[config.mk]
export PLATFORM = sky130hd
export DESIGN_NAME = bps_sweep_scheduler_flat
export DESIGN_NICKNAME = d
export VERILOG_FILES = /design/src/rtl/bps_sweep_scheduler_pkg.sv /design/src/rtl/bps_sweep_scheduler_if.sv /design/src/rtl/bps_tag_fifo.sv /design/src/rtl/bps_sweep_scheduler.sv /design/src/flat_wrapper.sv
export SDC_FILE = /design/constraint.sdc
export NUM_CORES = 1
export LEC_CHECK = 0
export ABC_AREA = 1
export CAP_MARGIN = 25
export CELL_PAD_IN_SITES_DETAIL_PLACEMENT = 0
export CELL_PAD_IN_SITES_GLOBAL_PLACEMENT = 1
export CORE_MARGIN = 5
export CORE_UTILIZATION = 40
export CTS_BUF_LIST = sky130_fd_sc_hd__clkbuf_8
export DETAILED_ROUTE_END_ITERATION = 6
export HOLD_SLACK_MARGIN = 0.06
export PLACE_DENSITY_LB_ADDON = 0.1
export RECOVER_POWER = 100
export SLEW_MARGIN = 15
export SYNTH_ARGS = -nofsm -noshare
export SYNTH_HDL_FRONTEND = slang
export SYNTH_SLANG_ARGS = --single-unit
[constraint.sdc]
create_clock -name clk -period 5 [get_ports clk]
set_input_delay 0.5 -clock clk [delete_from_list [all_inputs] [get_ports clk]]
set_output_delay 0.5 -clock clk [all_outputs]
set_load 0.03 [all_outputs]
[src/rtl/bps_sweep_scheduler_pkg.sv]
// ---------------------------------------------------------------------------
// bps_sweep_scheduler_pkg
// Shared definitions for the belief-propagation sweep scheduler:
//   - sched_state_e : scheduler FSM encodings (IDLE/RUN/DRAIN/DONE)
//   - DIR_DOWN/DIR_UP : sweep direction constants
//   - log2() : ceiling log2, usable in parameter expressions
// ---------------------------------------------------------------------------
package bps_sweep_scheduler_pkg;

  typedef enum logic [1:0] {
    SCHED_IDLE  = 2'd0,
    SCHED_RUN   = 2'd1,
    SCHED_DRAIN = 2'd2,
    SCHED_DONE  = 2'd3
  } sched_state_e;

  localparam logic DIR_DOWN = 1'b0;
  localparam logic DIR_UP   = 1'b1;

  // Smallest r with 2**r >= value (log2(1) = 0).
  function automatic int log2(input int value);
    int result;
    result = 0;
    for (int i = 0; i < 31; i++) begin
      if ((1 << i) < value) result = i + 1;
    end
    return result;
  endfunction

endpackage

[src/rtl/bps_sweep_scheduler_if.sv]
// ---------------------------------------------------------------------------
// bps_sweep_scheduler_if
// Issue/retire bus between the sweep scheduler and the memory /
// sequential-message-passer pipeline.
//   issue_valid  : issue_addr/issue_line hold a pixel to transfer
//   issue_addr   : pixel address (ADDR_WIDTH)
//   issue_line   : row slot of the pixel (LINE_WIDTH)
//   issue_stall  : downstream back-pressure
//   retire_valid : oldest outstanding pixel completed (in-order)
// Modports: master = scheduler, slave = pipeline.
// ---------------------------------------------------------------------------
interface bps_sweep_scheduler_if #(
  parameter int ADDR_WIDTH = 14,
  parameter int LINE_WIDTH = 3
);
  logic                  issue_valid;
  logic [ADDR_WIDTH-1:0] issue_addr;
  logic [LINE_WIDTH-1:0] issue_line;
  logic                  issue_stall;
  logic                  retire_valid;

  modport master (
    output issue_valid, issue_addr, issue_line,
    input  issue_stall, retire_valid
  );

  modport slave (
    input  issue_valid, issue_addr, issue_line,
    output issue_stall, retire_valid
  );
endinterface

[src/rtl/bps_tag_fifo.sv]
// ---------------------------------------------------------------------------
// bps_tag_fifo
// Synchronous FIFO of slot ids for issues still in the pipeline. The head
// entry names the slot whose pixel the next retire completes.
// Ports:
//   clk, rst       : clock, asynchronous active-low reset
//   push/push_data : enqueue a slot id (ignored when full)
//   pop/pop_data   : dequeue; pop_data shows the head (ignored when empty)
//   full, empty    : occupancy flags
//   count          : number of stored entries
// ---------------------------------------------------------------------------
module bps_tag_fifo
  import bps_sweep_scheduler_pkg::*;
#(
  parameter int DEPTH = 16,
  parameter int WIDTH = 3,
  parameter int CNT_W = log2(DEPTH + 1)
) (
  input  logic             clk,
  input  logic             rst,
  input  logic             push,
  input  logic [WIDTH-1:0] push_data,
  input  logic             pop,
  output logic [WIDTH-1:0] pop_data,
  output logic             full,
  output logic             empty,
  output logic [CNT_W-1:0] count
);

  localparam int PTR_W = (DEPTH > 1) ? log2(DEPTH) : 1;

  logic [WIDTH-1:0] mem [DEPTH];
  logic [PTR_W-1:0] wr_ptr;
  logic [PTR_W-1:0] rd_ptr;
  logic [CNT_W-1:0] count_q;
  logic             do_push;
  logic             do_pop;

  assign full     = (count_q == CNT_W'(DEPTH));
  assign empty    = (count_q == '0);
  assign count    = count_q;
  assign do_push  = push && !full;
  assign do_pop   = pop && !empty;
  assign pop_data = mem[rd_ptr];

  // NOTE: storage has no reset; an entry is only read after it was written,
  // and leaving it unreset lets it map onto plain RAM/flops without reset.
  always_ff @(posedge clk) begin
    if (do_push) mem[wr_ptr] <= push_data;
  end

  // NOTE: sequential state uses non-blocking assignments so every flop
  // samples pre-edge values regardless of statement order.
  always_ff @(posedge clk or negedge rst) begin
    if (!rst) begin
      wr_ptr  <= '0;
      rd_ptr  <= '0;
      count_q <= '0;
    end else begin
      if (do_push) wr_ptr <= (wr_ptr == PTR_W'(DEPTH - 1)) ? '0 : wr_ptr + PTR_W'(1);
      if (do_pop)  rd_ptr <= (rd_ptr == PTR_W'(DEPTH - 1)) ? '0 : rd_ptr + PTR_W'(1);
      if (do_push && !do_pop)      count_q <= count_q + CNT_W'(1);
      else if (do_pop && !do_push) count_q <= count_q - CNT_W'(1);
    end
  end

endmodule

[src/rtl/bps_sweep_scheduler.sv]
// ---------------------------------------------------------------------------
// bps_sweep_scheduler
// Walks the field in TRW-S order over LINES interleaved row slots and issues
// one pixel address per handshake. A pixel is held back until its left
// neighbour (same slot, one in flight at most) and its upper neighbour
// (previous slot) have retired.
// Ports:
//   clk, rst   : clock, asynchronous active-low reset
//   start      : begin a sweep (sampled only in IDLE)
//   direction  : 0 = down, 1 = up, captured with start
//   busy       : high in RUN or DRAIN
//   done       : one-cycle pulse at sweep end
//   err        : sticky, retire seen with no outstanding issue
//   bus        : issue/retire bus (master side)
//   perf_cycles, perf_bubbles : only with BPS_SCHED_STATS_EN defined
// Optional feature macro: BPS_SCHED_STATS_EN (performance counters).
// ---------------------------------------------------------------------------
module bps_sweep_scheduler
  import bps_sweep_scheduler_pkg::*;
#(
  parameter int FIELD_WIDTH  = 128,
  parameter int FIELD_HEIGHT = 128,
  parameter int LINES        = 8,
  parameter int ADDR_WIDTH   = log2(FIELD_WIDTH * FIELD_HEIGHT - 1),
  parameter int TAG_DEPTH    = 16
) (
  input  logic clk,
  input  logic rst,
  input  logic start,
  input  logic direction,
  output logic busy,
  output logic done,
  output logic err,
  bps_sweep_scheduler_if.master bus
`ifdef BPS_SCHED_STATS_EN
  , output logic [31:0] perf_cycles
  , output logic [31:0] perf_bubbles
`endif
);

  localparam int LINE_W     = (LINES > 1) ? log2(LINES) : 1;
  localparam int ROW_W      = log2(FIELD_HEIGHT + LINES);
  localparam int COL_W      = log2(FIELD_WIDTH + 1);
  localparam int TOTAL      = FIELD_WIDTH * FIELD_HEIGHT;
  localparam int CNT_W      = log2(TOTAL + 1);
  localparam int FIFO_CNT_W = log2(TAG_DEPTH + 1);

  typedef struct packed {
    logic             active;
    logic [ROW_W-1:0] row;
    logic [COL_W-1:0] col;       // next column to issue
    logic [COL_W-1:0] ret;       // columns retired in the current row
    logic             inflight;
  } slot_t;

  slot_t                 slot_q [LINES];
  sched_state_e          state_q, state_d;
  logic                  dir_q;
  logic [LINE_W-1:0]     last_q;
  logic [CNT_W-1:0]      issued_q;

  logic                  issue_valid_q;
  logic [ADDR_WIDTH-1:0] issue_addr_q;
  logic [LINE_W-1:0]     issue_line_q;
  logic                  err_q;

  logic [LINES-1:0]      eligible;
  logic                  grant_any;
  logic [LINE_W-1:0]     grant_idx;
  logic [LINE_W-1:0]     cand;
  logic [ADDR_WIDTH-1:0] lin_addr;
  logic [ADDR_WIDTH-1:0] next_addr;
  logic                  can_load;
  logic                  do_issue;
  logic                  do_retire;
  logic                  last_issue;
  logic                  start_sweep;

  logic                  fifo_full;
  logic                  fifo_empty;
  logic [LINE_W-1:0]     retire_idx;
  logic [FIFO_CNT_W-1:0] fifo_count;

  bps_tag_fifo #(
    .DEPTH (TAG_DEPTH),
    .WIDTH (LINE_W),
    .CNT_W (FIFO_CNT_W)
  ) u_tag_fifo (
    .clk       (clk),
    .rst       (rst),
    .push      (do_issue),
    .push_data (grant_idx),
    .pop       (do_retire),
    .pop_data  (retire_idx),
    .full      (fifo_full),
    .empty     (fifo_empty),
    .count     (fifo_count)
  );

  // Vertical dependency: the previous slot is either already on a later row
  // (so the row above is complete) or has retired past this column.
  always_comb begin
    // NOTE: every combinationally written signal gets a default first so no
    // path leaves it unassigned and no latch is inferred.
    eligible = '0;
    for (int k = 0; k < LINES; k++) begin
      eligible[k] = slot_q[k].active && !slot_q[k].inflight && !fifo_full &&
                    ((slot_q[k].row == '0) ||
                     (slot_q[(k + LINES - 1) % LINES].row >= slot_q[k].row) ||
                     (slot_q[(k + LINES - 1) % LINES].ret > slot_q[k].col));
    end
  end

  // Round-robin pick starting just after the last granted slot.
  always_comb begin
    grant_any = 1'b0;
    grant_idx = '0;
    cand      = '0;
    for (int i = 1; i <= LINES; i++) begin
      cand = LINE_W'((int'(last_q) + i) % LINES);
      if (!grant_any && eligible[cand]) begin
        grant_any = 1'b1;
        grant_idx = cand;
      end
    end
  end

  assign lin_addr  = ADDR_WIDTH'(slot_q[grant_idx].row) * ADDR_WIDTH'(FIELD_WIDTH) +
                     ADDR_WIDTH'(slot_q[grant_idx].col);
  assign next_addr = (dir_q == DIR_UP) ? ADDR_WIDTH'(TOTAL - 1) - lin_addr : lin_addr;

  // The output register may reload whenever it is empty or transferring.
  assign can_load    = (state_q == SCHED_RUN) && (!issue_valid_q || !bus.issue_stall);
  assign do_issue    = can_load && grant_any;
  assign do_retire   = bus.retire_valid && !fifo_empty;
  assign last_issue  = do_issue && (issued_q == CNT_W'(TOTAL - 1));
  assign start_sweep = (state_q == SCHED_IDLE) && start;

  always_comb begin
    state_d = state_q;
    case (state_q)
      SCHED_IDLE:  if (start) state_d = SCHED_RUN;
      SCHED_RUN:   if (last_issue) state_d = SCHED_DRAIN;
      // Look ahead one cycle so done follows the final retire directly.
      SCHED_DRAIN: if (fifo_empty || (do_retire && fifo_count == FIFO_CNT_W'(1)))
                     state_d = SCHED_DONE;
      SCHED_DONE:  state_d = SCHED_IDLE;
      default:     state_d = SCHED_IDLE;
    endcase
  end

  always_ff @(posedge clk or negedge rst) begin
    if (!rst) state_q <= SCHED_IDLE;
    else      state_q <= state_d;
  end

  always_ff @(posedge clk or negedge rst) begin
    if (!rst) begin
      for (int k = 0; k < LINES; k++) slot_q[k] <= '0;
      dir_q    <= DIR_DOWN;
      last_q   <= LINE_W'(LINES - 1);
      issued_q <= '0;
    end else if (start_sweep) begin
      for (int k = 0; k < LINES; k++) begin
        slot_q[k].active   <= (k < FIELD_HEIGHT);
        slot_q[k].row      <= ROW_W'(k);
        slot_q[k].col      <= '0;
        slot_q[k].ret      <= '0;
        slot_q[k].inflight <= 1'b0;
      end
      dir_q    <= direction;
      last_q   <= LINE_W'(LINES - 1);
      issued_q <= '0;
    end else begin
      // A slot being issued is never the one retiring: retire pops a slot
      // that is in flight, and only idle slots are eligible.
      for (int k = 0; k < LINES; k++) begin
        if (do_issue && grant_idx == LINE_W'(k)) begin
          slot_q[k].inflight <= 1'b1;
          slot_q[k].col      <= slot_q[k].col + COL_W'(1);
        end
        if (do_retire && retire_idx == LINE_W'(k)) begin
          slot_q[k].inflight <= 1'b0;
          if (slot_q[k].ret == COL_W'(FIELD_WIDTH - 1)) begin
            slot_q[k].row    <= slot_q[k].row + ROW_W'(LINES);
            slot_q[k].col    <= '0;
            slot_q[k].ret    <= '0;
            slot_q[k].active <= (slot_q[k].row + ROW_W'(LINES)) < ROW_W'(FIELD_HEIGHT);
          end else begin
            slot_q[k].ret    <= slot_q[k].ret + COL_W'(1);
          end
        end
      end
      if (do_issue) begin
        last_q   <= grant_idx;
        issued_q <= issued_q + CNT_W'(1);
      end
    end
  end

  always_ff @(posedge clk or negedge rst) begin
    if (!rst) begin
      issue_valid_q <= 1'b0;
      issue_addr_q  <= '0;
      issue_line_q  <= '0;
      err_q         <= 1'b0;
    end else begin
      if (do_issue) begin
        issue_valid_q <= 1'b1;
        issue_addr_q  <= next_addr;
        issue_line_q  <= grant_idx;
      end else if (issue_valid_q && !bus.issue_stall) begin
        issue_valid_q <= 1'b0;
      end
      if (bus.retire_valid && fifo_empty) err_q <= 1'b1;
    end
  end

  assign bus.issue_valid = issue_valid_q;
  assign bus.issue_addr  = issue_addr_q;
  assign bus.issue_line  = issue_line_q;
  assign busy            = (state_q == SCHED_RUN) || (state_q == SCHED_DRAIN);
  assign done            = (state_q == SCHED_DONE);
  assign err             = err_q;

`ifdef BPS_SCHED_STATS_EN
  always_ff @(posedge clk or negedge rst) begin
    if (!rst) begin
      perf_cycles  <= '0;
      perf_bubbles <= '0;
    end else if (start_sweep) begin
      perf_cycles  <= '0;
      perf_bubbles <= '0;
    end else begin
      if (busy && perf_cycles != '1) perf_cycles <= perf_cycles + 32'd1;
      if (state_q == SCHED_RUN && !bus.issue_stall && eligible == '0 && perf_bubbles != '1)
        perf_bubbles <= perf_bubbles + 32'd1;
    end
  end
`endif

endmodule

[src/flat_wrapper.sv]
// flat-port wrapper written by rule: the top's interface ports become plain ports
module bps_sweep_scheduler_flat import bps_sweep_scheduler_pkg::*;
#(
  parameter int FIELD_WIDTH  = 128,
  parameter int FIELD_HEIGHT = 128,
  parameter int LINES        = 8,
  parameter int ADDR_WIDTH   = log2(FIELD_WIDTH * FIELD_HEIGHT - 1),
  parameter int TAG_DEPTH    = 16
)
  (clk, rst, start, direction, busy, done, err, bus_issue_valid, bus_issue_addr, bus_issue_line, bus_issue_stall, bus_retire_valid);
  bps_sweep_scheduler_if #(.ADDR_WIDTH(ADDR_WIDTH), .LINE_WIDTH((1))) bus_i ();
  input  logic clk;
  input  logic rst;
  input  logic start;
  input  logic direction;
  output logic busy;
  output logic done;
  output logic err;
  output wire logic [$bits(bus_i.issue_valid)-1:0] bus_issue_valid;
  output wire logic [$bits(bus_i.issue_addr)-1:0] bus_issue_addr;
  output wire logic [$bits(bus_i.issue_line)-1:0] bus_issue_line;
  input wire logic [$bits(bus_i.issue_stall)-1:0] bus_issue_stall;
  input wire logic [$bits(bus_i.retire_valid)-1:0] bus_retire_valid;
  assign bus_issue_valid = bus_i.issue_valid;
  assign bus_issue_addr = bus_i.issue_addr;
  assign bus_issue_line = bus_i.issue_line;
  assign bus_i.issue_stall = bus_issue_stall;
  assign bus_i.retire_valid = bus_retire_valid;
  bps_sweep_scheduler #(.FIELD_WIDTH(FIELD_WIDTH), .FIELD_HEIGHT(FIELD_HEIGHT), .LINES(LINES), .ADDR_WIDTH(ADDR_WIDTH), .TAG_DEPTH(TAG_DEPTH)) u_core (.clk(clk), .rst(rst), .start(start), .direction(direction), .busy(busy), .done(done), .err(err), .bus(bus_i));
endmodule
### Word-level counts from Yosys, hierarchy flattened

Memories as Yosys holds them, arrays and structs flattened.
Cells that the tools add are included.

* flip-flop bits (word level): 259
* bits in writable memories: 48
* bits of input ports: 6
* output and inout port bits: 19
* logic and storage cells: 398
* memories: 1

Memory list
* u_core.u_tag_fifo.mem: depth 16, bits a word 3, rd ports 1, clocked after memory_dff 0, write ports 1, line bps_tag_fifo.sv:32 `logic [WIDTH-1:0] mem [DEPTH];`

* add/sub/neg operators: 39
* $lt $le $gt $ge: 33
* equal/unequal tests: 33
* muxes and demuxes: 93
* bitwise logic cells: 1
* reduce and logical (&&, ||, !) cells: 147

Operator list (count)
* 208-bit two-way mux: 1
* 26-bit two-way mux: 8
* 17-bit two-way mux: 8
* 8-bit by 1-bit adder with 8-bit output, second input constant: 16
* 8-bit two-way mux: 16
* 26-bit binary-select mux with 3-bit select: 1
* 8-bit by 4-bit adder with 8-bit output, second input constant: 8
* 8-bit by 7-bit equality test with 1-bit output, second input constant: 8
* 8-bit greater-or-equal comparator: 8
* 8-bit > comparator: 8
* 8-bit zero test: 8
* 8-bit < comparator, second input constant: 8
* 1-bit logical AND: 59
* 24-bit two-way mux: 2
* 2-bit nonzero test: 19
* 3-bit by 4-bit < comparator with 1-bit output, second input constant: 8
* 15-bit two-way mux: 2
* 3-bit two-way mux: 10
* 1-bit two-way mux: 28
* 1-bit binary-select mux with 3-bit select: 8
* 3-bit equality test, second input constant: 8
* 3-bit nonzero test: 8
* 1-bit zero test: 21
* 1-bit logical OR: 19
* other kinds (31): 56

### Depth between registers and ports, before layout

* depth after elaboration: 35
* depth in mapped cells: 41
* mapped depth without buffers: 40

### Cells and area by module

From an unflattened synthesis, not the netlist that was laid out.

* cell total of the unflattened synthesis: 2425
* area, all modules: 18610.3 sq um

Modules (own cells, without submodules)
* bps_sweep_scheduler: times used 1, cells each 2110, area each 15625.0 sq um, sequential area each 5584.1 sq um
* bps_tag_fifo: times used 1, cells each 315, area each 2985.4 sq um, sequential area each 1766.7 sq um

### Worst setup path after synthesis

OpenSTA, ideal clock, no wires.

* path kind: reg2reg
* start: register u_core.last_q[1]
* end: register u_core.issue_addr_q[13], in the netlist u_core.bus.issue_addr[13]
* setup time: 0.118 ns
* arrival time: 4.072 ns
* data required time: 4.882 ns
* path slack: 0.810 ns
* cell stages (with the launch flop): 28
* buffers on the path: 3
* period minus slack after synthesis: 4.190 ns
* path through: dfstp_2 buf_2 clkinv_1 ha_1 clkbuf_1 inv_1 nand3_1 nand3_2 nand2_2 nor2_4 nand4_4 nor2_4 nand2_2 nand3_1 nand2_1 nand2_4 buf_1 o21ai_0 nand2_1 ha_1 ha_1 inv_1 nor2_1 nand2_1 nor2_1 nand2_1 nand3_1 nand2_1

* cells in the longest elaborated chain, start to end: 32
* elaborated cells on any way between the ends: 62
* classes of those cells: 10 x add/sub; 36 x mux; 1 x bitwise; 15 x reduce/logical

Ends and longest elaborated chain
* from (decl): line bps_sweep_scheduler.sv:59 `logic [LINE_W-1:0] last_q;`
* from (signal assigned): line bps_sweep_scheduler.sv:161 `last_q <= LINE_W'(LINES - 1);`
* from (signal assigned): line bps_sweep_scheduler.sv:172 `last_q <= LINE_W'(LINES - 1);`
* from (signal assigned): line bps_sweep_scheduler.sv:195 `last_q <= grant_idx;`
* 3-bit by 1-bit adder with 3-bit output: line bps_sweep_scheduler.sv:120 `cand = LINE_W'((int'(last_q) + i) % LINES);`
* 1-bit binary-select mux with 3-bit select: line bps_sweep_scheduler.sv:121 `if (!grant_any && eligible[cand]) begin`
* 1-bit two-way mux (implied by the code): line bps_sweep_scheduler.sv:121
* 1-bit two-way mux: line bps_sweep_scheduler.sv:121
* 1-bit zero test: line bps_sweep_scheduler.sv:121
* 1-bit logical AND: line bps_sweep_scheduler.sv:121
* 1-bit two-way mux: line bps_sweep_scheduler.sv:121
* 1-bit zero test: line bps_sweep_scheduler.sv:121
* [16 not listed]
* 3-bit two-way mux (*): line bps_sweep_scheduler.sv:121
* via u_core.grant_idx[2]: line bps_sweep_scheduler.sv:69 `logic [LINE_W-1:0] grant_idx;`
* 3-bit inverter with 4-bit output (implied by the code) (*): line bps_sweep_scheduler.sv:128, bps_sweep_scheduler.sv:129
* 26-bit binary-select mux with 3-bit select (*): line bps_sweep_scheduler.sv:128, bps_sweep_scheduler.sv:129
* 24-bit two-way mux (implied by the code) (*) (2 in a row): line bps_sweep_scheduler.sv:128 `assign lin_addr = ADDR_WIDTH'(slot_q[grant_idx].row) * ADDR_WIDTH'(FIELD_WIDTH) +`
* 14-bit by 8-bit adder with 14-bit output (*): line bps_sweep_scheduler.sv:128
* 14-bit subtractor: line bps_sweep_scheduler.sv:130 `assign next_addr = (dir_q == DIR_UP) ? ADDR_WIDTH'(TOTAL - 1) - lin_addr : lin_addr;`
* 14-bit two-way mux (*): line bps_sweep_scheduler.sv:130
* to (signal assigned): line bps_sweep_scheduler.sv:210 `issue_addr_q <= next_addr;`
* to (decl): line bps_sweep_scheduler.sv:63 `logic [ADDR_WIDTH-1:0] issue_addr_q;`

The timed path passes the listed nets; every way through them passes the cells marked *. The select of a mux whose other input is x is not followed.
A chain may end at the register's enable or synchronous reset.

### Final worst setup path

* start: register u_core.u_tag_fifo.count_q[0], in the netlist u_core.u_tag_fifo.count[0]
* end: register u_core.issue_addr_q[9], in the netlist u_core.bus.issue_addr[9]

* cells in the longest elaborated chain, start to end: 35
* elaborated cells on any way between the ends: 72
* classes of those cells: 2 x add/sub; 1 x eq/ne; 36 x mux; 1 x bitwise; 32 x reduce/logical

Ends and longest elaborated chain
* from (decl): line bps_tag_fifo.sv:35 `logic [CNT_W-1:0] count_q;`
* from (signal assigned): line bps_tag_fifo.sv:62 `if (do_push && !do_pop) count_q <= count_q + CNT_W'(1);`
* from (signal assigned): line bps_tag_fifo.sv:63 `else if (do_pop && !do_push) count_q <= count_q - CNT_W'(1);`
* 5-bit equality test (*): line bps_tag_fifo.sv:39 `assign full = (count_q == CNT_W'(DEPTH));`
* 1-bit zero test (*): line bps_sweep_scheduler.sv:107 `eligible[k] = slot_q[k].active && !slot_q[k].inflight && !fifo_full &&`
* 1-bit logical AND (2 in a row): line bps_sweep_scheduler.sv:107
* 1-bit binary-select mux with 3-bit select: line bps_sweep_scheduler.sv:121
* 1-bit two-way mux (implied by the code): line bps_sweep_scheduler.sv:121
* 1-bit two-way mux: line bps_sweep_scheduler.sv:121
* 1-bit zero test: line bps_sweep_scheduler.sv:121
* 1-bit logical AND: line bps_sweep_scheduler.sv:121
* [17 not listed]
* 1-bit logical AND: line bps_sweep_scheduler.sv:121
* 3-bit two-way mux: line bps_sweep_scheduler.sv:121
* 3-bit inverter with 4-bit output (implied by the code): line bps_sweep_scheduler.sv:128, bps_sweep_scheduler.sv:129
* 26-bit binary-select mux with 3-bit select: line bps_sweep_scheduler.sv:128, bps_sweep_scheduler.sv:129
* 24-bit two-way mux (implied by the code) (2 in a row): line bps_sweep_scheduler.sv:128
* 14-bit by 8-bit adder with 14-bit output: line bps_sweep_scheduler.sv:128
* 14-bit subtractor: line bps_sweep_scheduler.sv:130
* 14-bit two-way mux: line bps_sweep_scheduler.sv:130

Every way passes the cells marked *; elsewhere a longest branch is shown, timed or not. The select of a mux whose other input is x is not followed.

==> run summary <==
Status: finished with violations
Failing checks: max-capacitance violations, max-slew violations
Crit path time final: 4.564 ns
Largest net degree at the start of global routing: 111
Top cell by count, worst path: nor2_4
Clk_lat worst skew: 0.67 ns
DRC Markers: 0
IO Port Bufs: 24
Ports: 25
CP Class: reg2reg
Design Area, Final: 20,600 µm²
Final worst-path cycle share: 0.9129
Final nets: 2,605
Drt wl/cell: 17.78 µm
Sink Count: 284
Vias in the first global route: 15,600
# H-tree levels: 2
DR WL met2: 24,060 µm
Avg Inst Size Synth: 7.779 µm²
WP data arrival: 5.07 ns
First-pass GRT wire length: 88,020 µm
Top post-synthesis cells by area: dfrtp_1, nand2_1, ha_1
Synth top area share: 0.3148
WP data required: 5.50 ns
Register bit total from synthesis: 284
Ys async rst share: 0.8310
Initial antenna violation count: 0
# Max-Cap Violations: 2
Seq/Total Area, Yosys: 0.3969
HP Class: in2reg
Placed Instance Area: 19,540 µm²
Fin. Hold Viols: 0
Die area: 50,710 µm²
Slew margin rel.: -0.8048
Die W: 225.2 µm
RSZ-0062 raised after global routing: no
Vias per cell: 5.177
Ys Warns: 0
CP Capture Type: flip-flop
Clk_skew: 0.03828 ns
GPL Wtd Cong: 0.8939
# rows: 78
Top FF cell, synth: dfrtp_1
1st-iter DRT viols: 1,045
Critical path's slowest cell: dfrtp_1
CTS tree: yes
Crit path launch type: flip-flop
Worst-path fanout max: 8
Synthesized Nets: 2,534
Core area: 45,580 µm²
Yosys cell types: 57
Ratio of cells with drive above 1 in the final layout: 0.07329
Ant. Diodes: 0
Yosys top cell by area: dfrtp_1
Hpwl dp: 41,490 µm
Starting density of the core: 0.4064
Gr usage total: 0.2165
DR pass1 iterations: 5
Via Count: 16,030
CTS max path bufs: 3
Num CTS Buffers: 54
Antenna Nets Post-Route: 0
Worst-margin pin slew: 2.707 ns
Critical path's largest stage delay: 0.44 ns
WL final: 55,070 µm
Clock Pin Slew Worst Setup and Hold Paths: 0.06 ns
EDFF count, synth: 48
Clock Tree Root: clkbuf_8
Top layer in use: met4
Grt ovf: 0
Cells after Synth: 2,381
Highest clock rate: 0.2191 GHz
Area Growth Syn to Fin: 11.21%
Setup_tns: 0 ns
DR WL met3: 2417 µm
Post-Route M1 WL: 27,510 µm
Synthesized area: 18,520 µm²
Die Y: 225.2 µm
Slew Viols, Final: 208
Final setup fails: 0
final cells by class:
class | instances | area (µm²)
Clock buffer | 68 | 935.9
Clock inverter | 33 | 202.7
Fill cell | 4631 | 24980
Inverter | 363 | 1365
Multi-Input combinational cell | 1689 | 9499
Sequential cell | 284 | 7353
Tap cell | 600 | 750.7
Timing Repair Buffer | 60 | 490.5
through the flow:
step                      setup slack [ns]    util  hold slack [ns]  cells
after CTS                           0.2914  0.4540           0.3804   3094
after detailed placement            0.2958  0.4288           0.4478   2992
after global placement              0.2009  0.4288           0.4463   2992
after floorplan                     0.8098       -           0.2044   2381
after global routing              0.005509  0.4519           0.4184   3097
final                               0.4357  0.4519           0.4278   3097
flip-flops by register name, summed over array words and instances, names as in the netlist:
signal / cells
u_core.u_tag_fifo.rd_ptr: 4
u_core.dir_q: 1
u_core.bus.issue_addr: 14
u_core.slot_q: 185
u_core.u_tag_fifo.wr_ptr: 4
u_core.issued_q: 15
u_core.bus.issue_valid: 1
u_core.issue_line_q: 1
u_core.last_q: 3
u_core.u_tag_fifo.count: 5
u_core.state_q: 2
u_core.u_tag_fifo.mem: 48
u_core.err: 1
cells in the mapped netlist (24+ instances only):
| master | number |
|---|---|
| nor3_1 | 58 |
| xor2_1 | 62 |
| edfxtp_1 | 48 |
| nand3_1 | 187 |
| dfrtp_1 | 233 |
| o22ai_1 | 32 |
| clkbuf_1 | 24 |
| o21ai_0 | 129 |
| ha_1 | 147 |
| inv_1 | 349 |
| nand4_1 | 42 |
| nand2_1 | 509 |
| nor2_1 | 239 |
| a21oi_1 | 100 |
worst max-delay path, delay by kind of cell (launching register included):
family	cells	cell delay, ns
flip-flops	1	0.44
buffers and inverters	3	0.22
AND/OR/NAND/NOR	17	2.31
XOR/XNOR	2	0.35
AO/OA/AOI/OAI	3	0.48
adder cells (fa/ha/maj)	3	0.58
placed cells by master, fill, tap and decap left out, drive strengths merged, types with 3 or more instances in the layout:
master,Yosys,layout
buf,21,29
o221ai,6,6
o21a,9,9
nand3b,3,3
o221a,3,3
nand3,200,200
nand2,530,530
inv,359,371
dlygate4sd3,0,20
clkbuf,24,75
or2,5,5
a21o,7,7
nor2,259,259
nor3,60,60
a21oi,100,100
o22ai,32,32
dfrtp,233,233
ha,147,147
a211oi,15,15
o22a,3,3
o32ai,12,12
o21bai,11,11
o211ai,9,9
nor3b,4,4
dfstp,3,3
edfxtp,48,48
clkdlybuf4s50,0,4
nand4,44,44
clkinv,4,23
xor2,62,62
nor4,4,4
mux2i,6,6
xnor2,6,6
o21ai,143,143
a31oi,3,3
path summary, 6_finish.rpt:
path,to,slack [ns],startpoint,cells after the start
setup / recovery,u_core.bus.issue_addr[9],0.44,u_core.u_tag_fifo.count[0],28
min in group asynchronous,u_core.u_tag_fifo.rd_ptr[3],1.18,rst,2
max in group asynchronous,u_core.slot_q[46],0.84,rst,3
hold / removal,u_core.bus.issue_valid,0.43,bus_issue_stall,3
setup reg to reg,u_core.bus.issue_addr[9],0.44,u_core.u_tag_fifo.count[0],28
hold reg to reg,u_core.err,0.45,u_core.err,1
logic make-up after synthesis:
family / synth area share
compound gates: 0.1136
xor+xnor: 0.03216
fa+ha+maj: 0.09930
buf+inv: 0.08606
flops: 0.3969
mux: 0.003243
simple gates: 0.2687
what timing repair did:
action                                  in CTS  in global routing
endpoints found under the setup margin       0                  6
gates resized for setup                      0                  9
setup buffers                                0                  3
hold buffers                                 1                  0
hold endpoints to repair                    94                  0
layer usage:
layer,up-vias,track usage
met4,0,0.05271
met3,73,0.03035
met5,-,0
met2,322,0.3336
li1,8030,-
met1,7607,0.3231
Power is not shown: default switching activity piles up to over one toggle a cycle in this logic, so the estimate is an artifact.
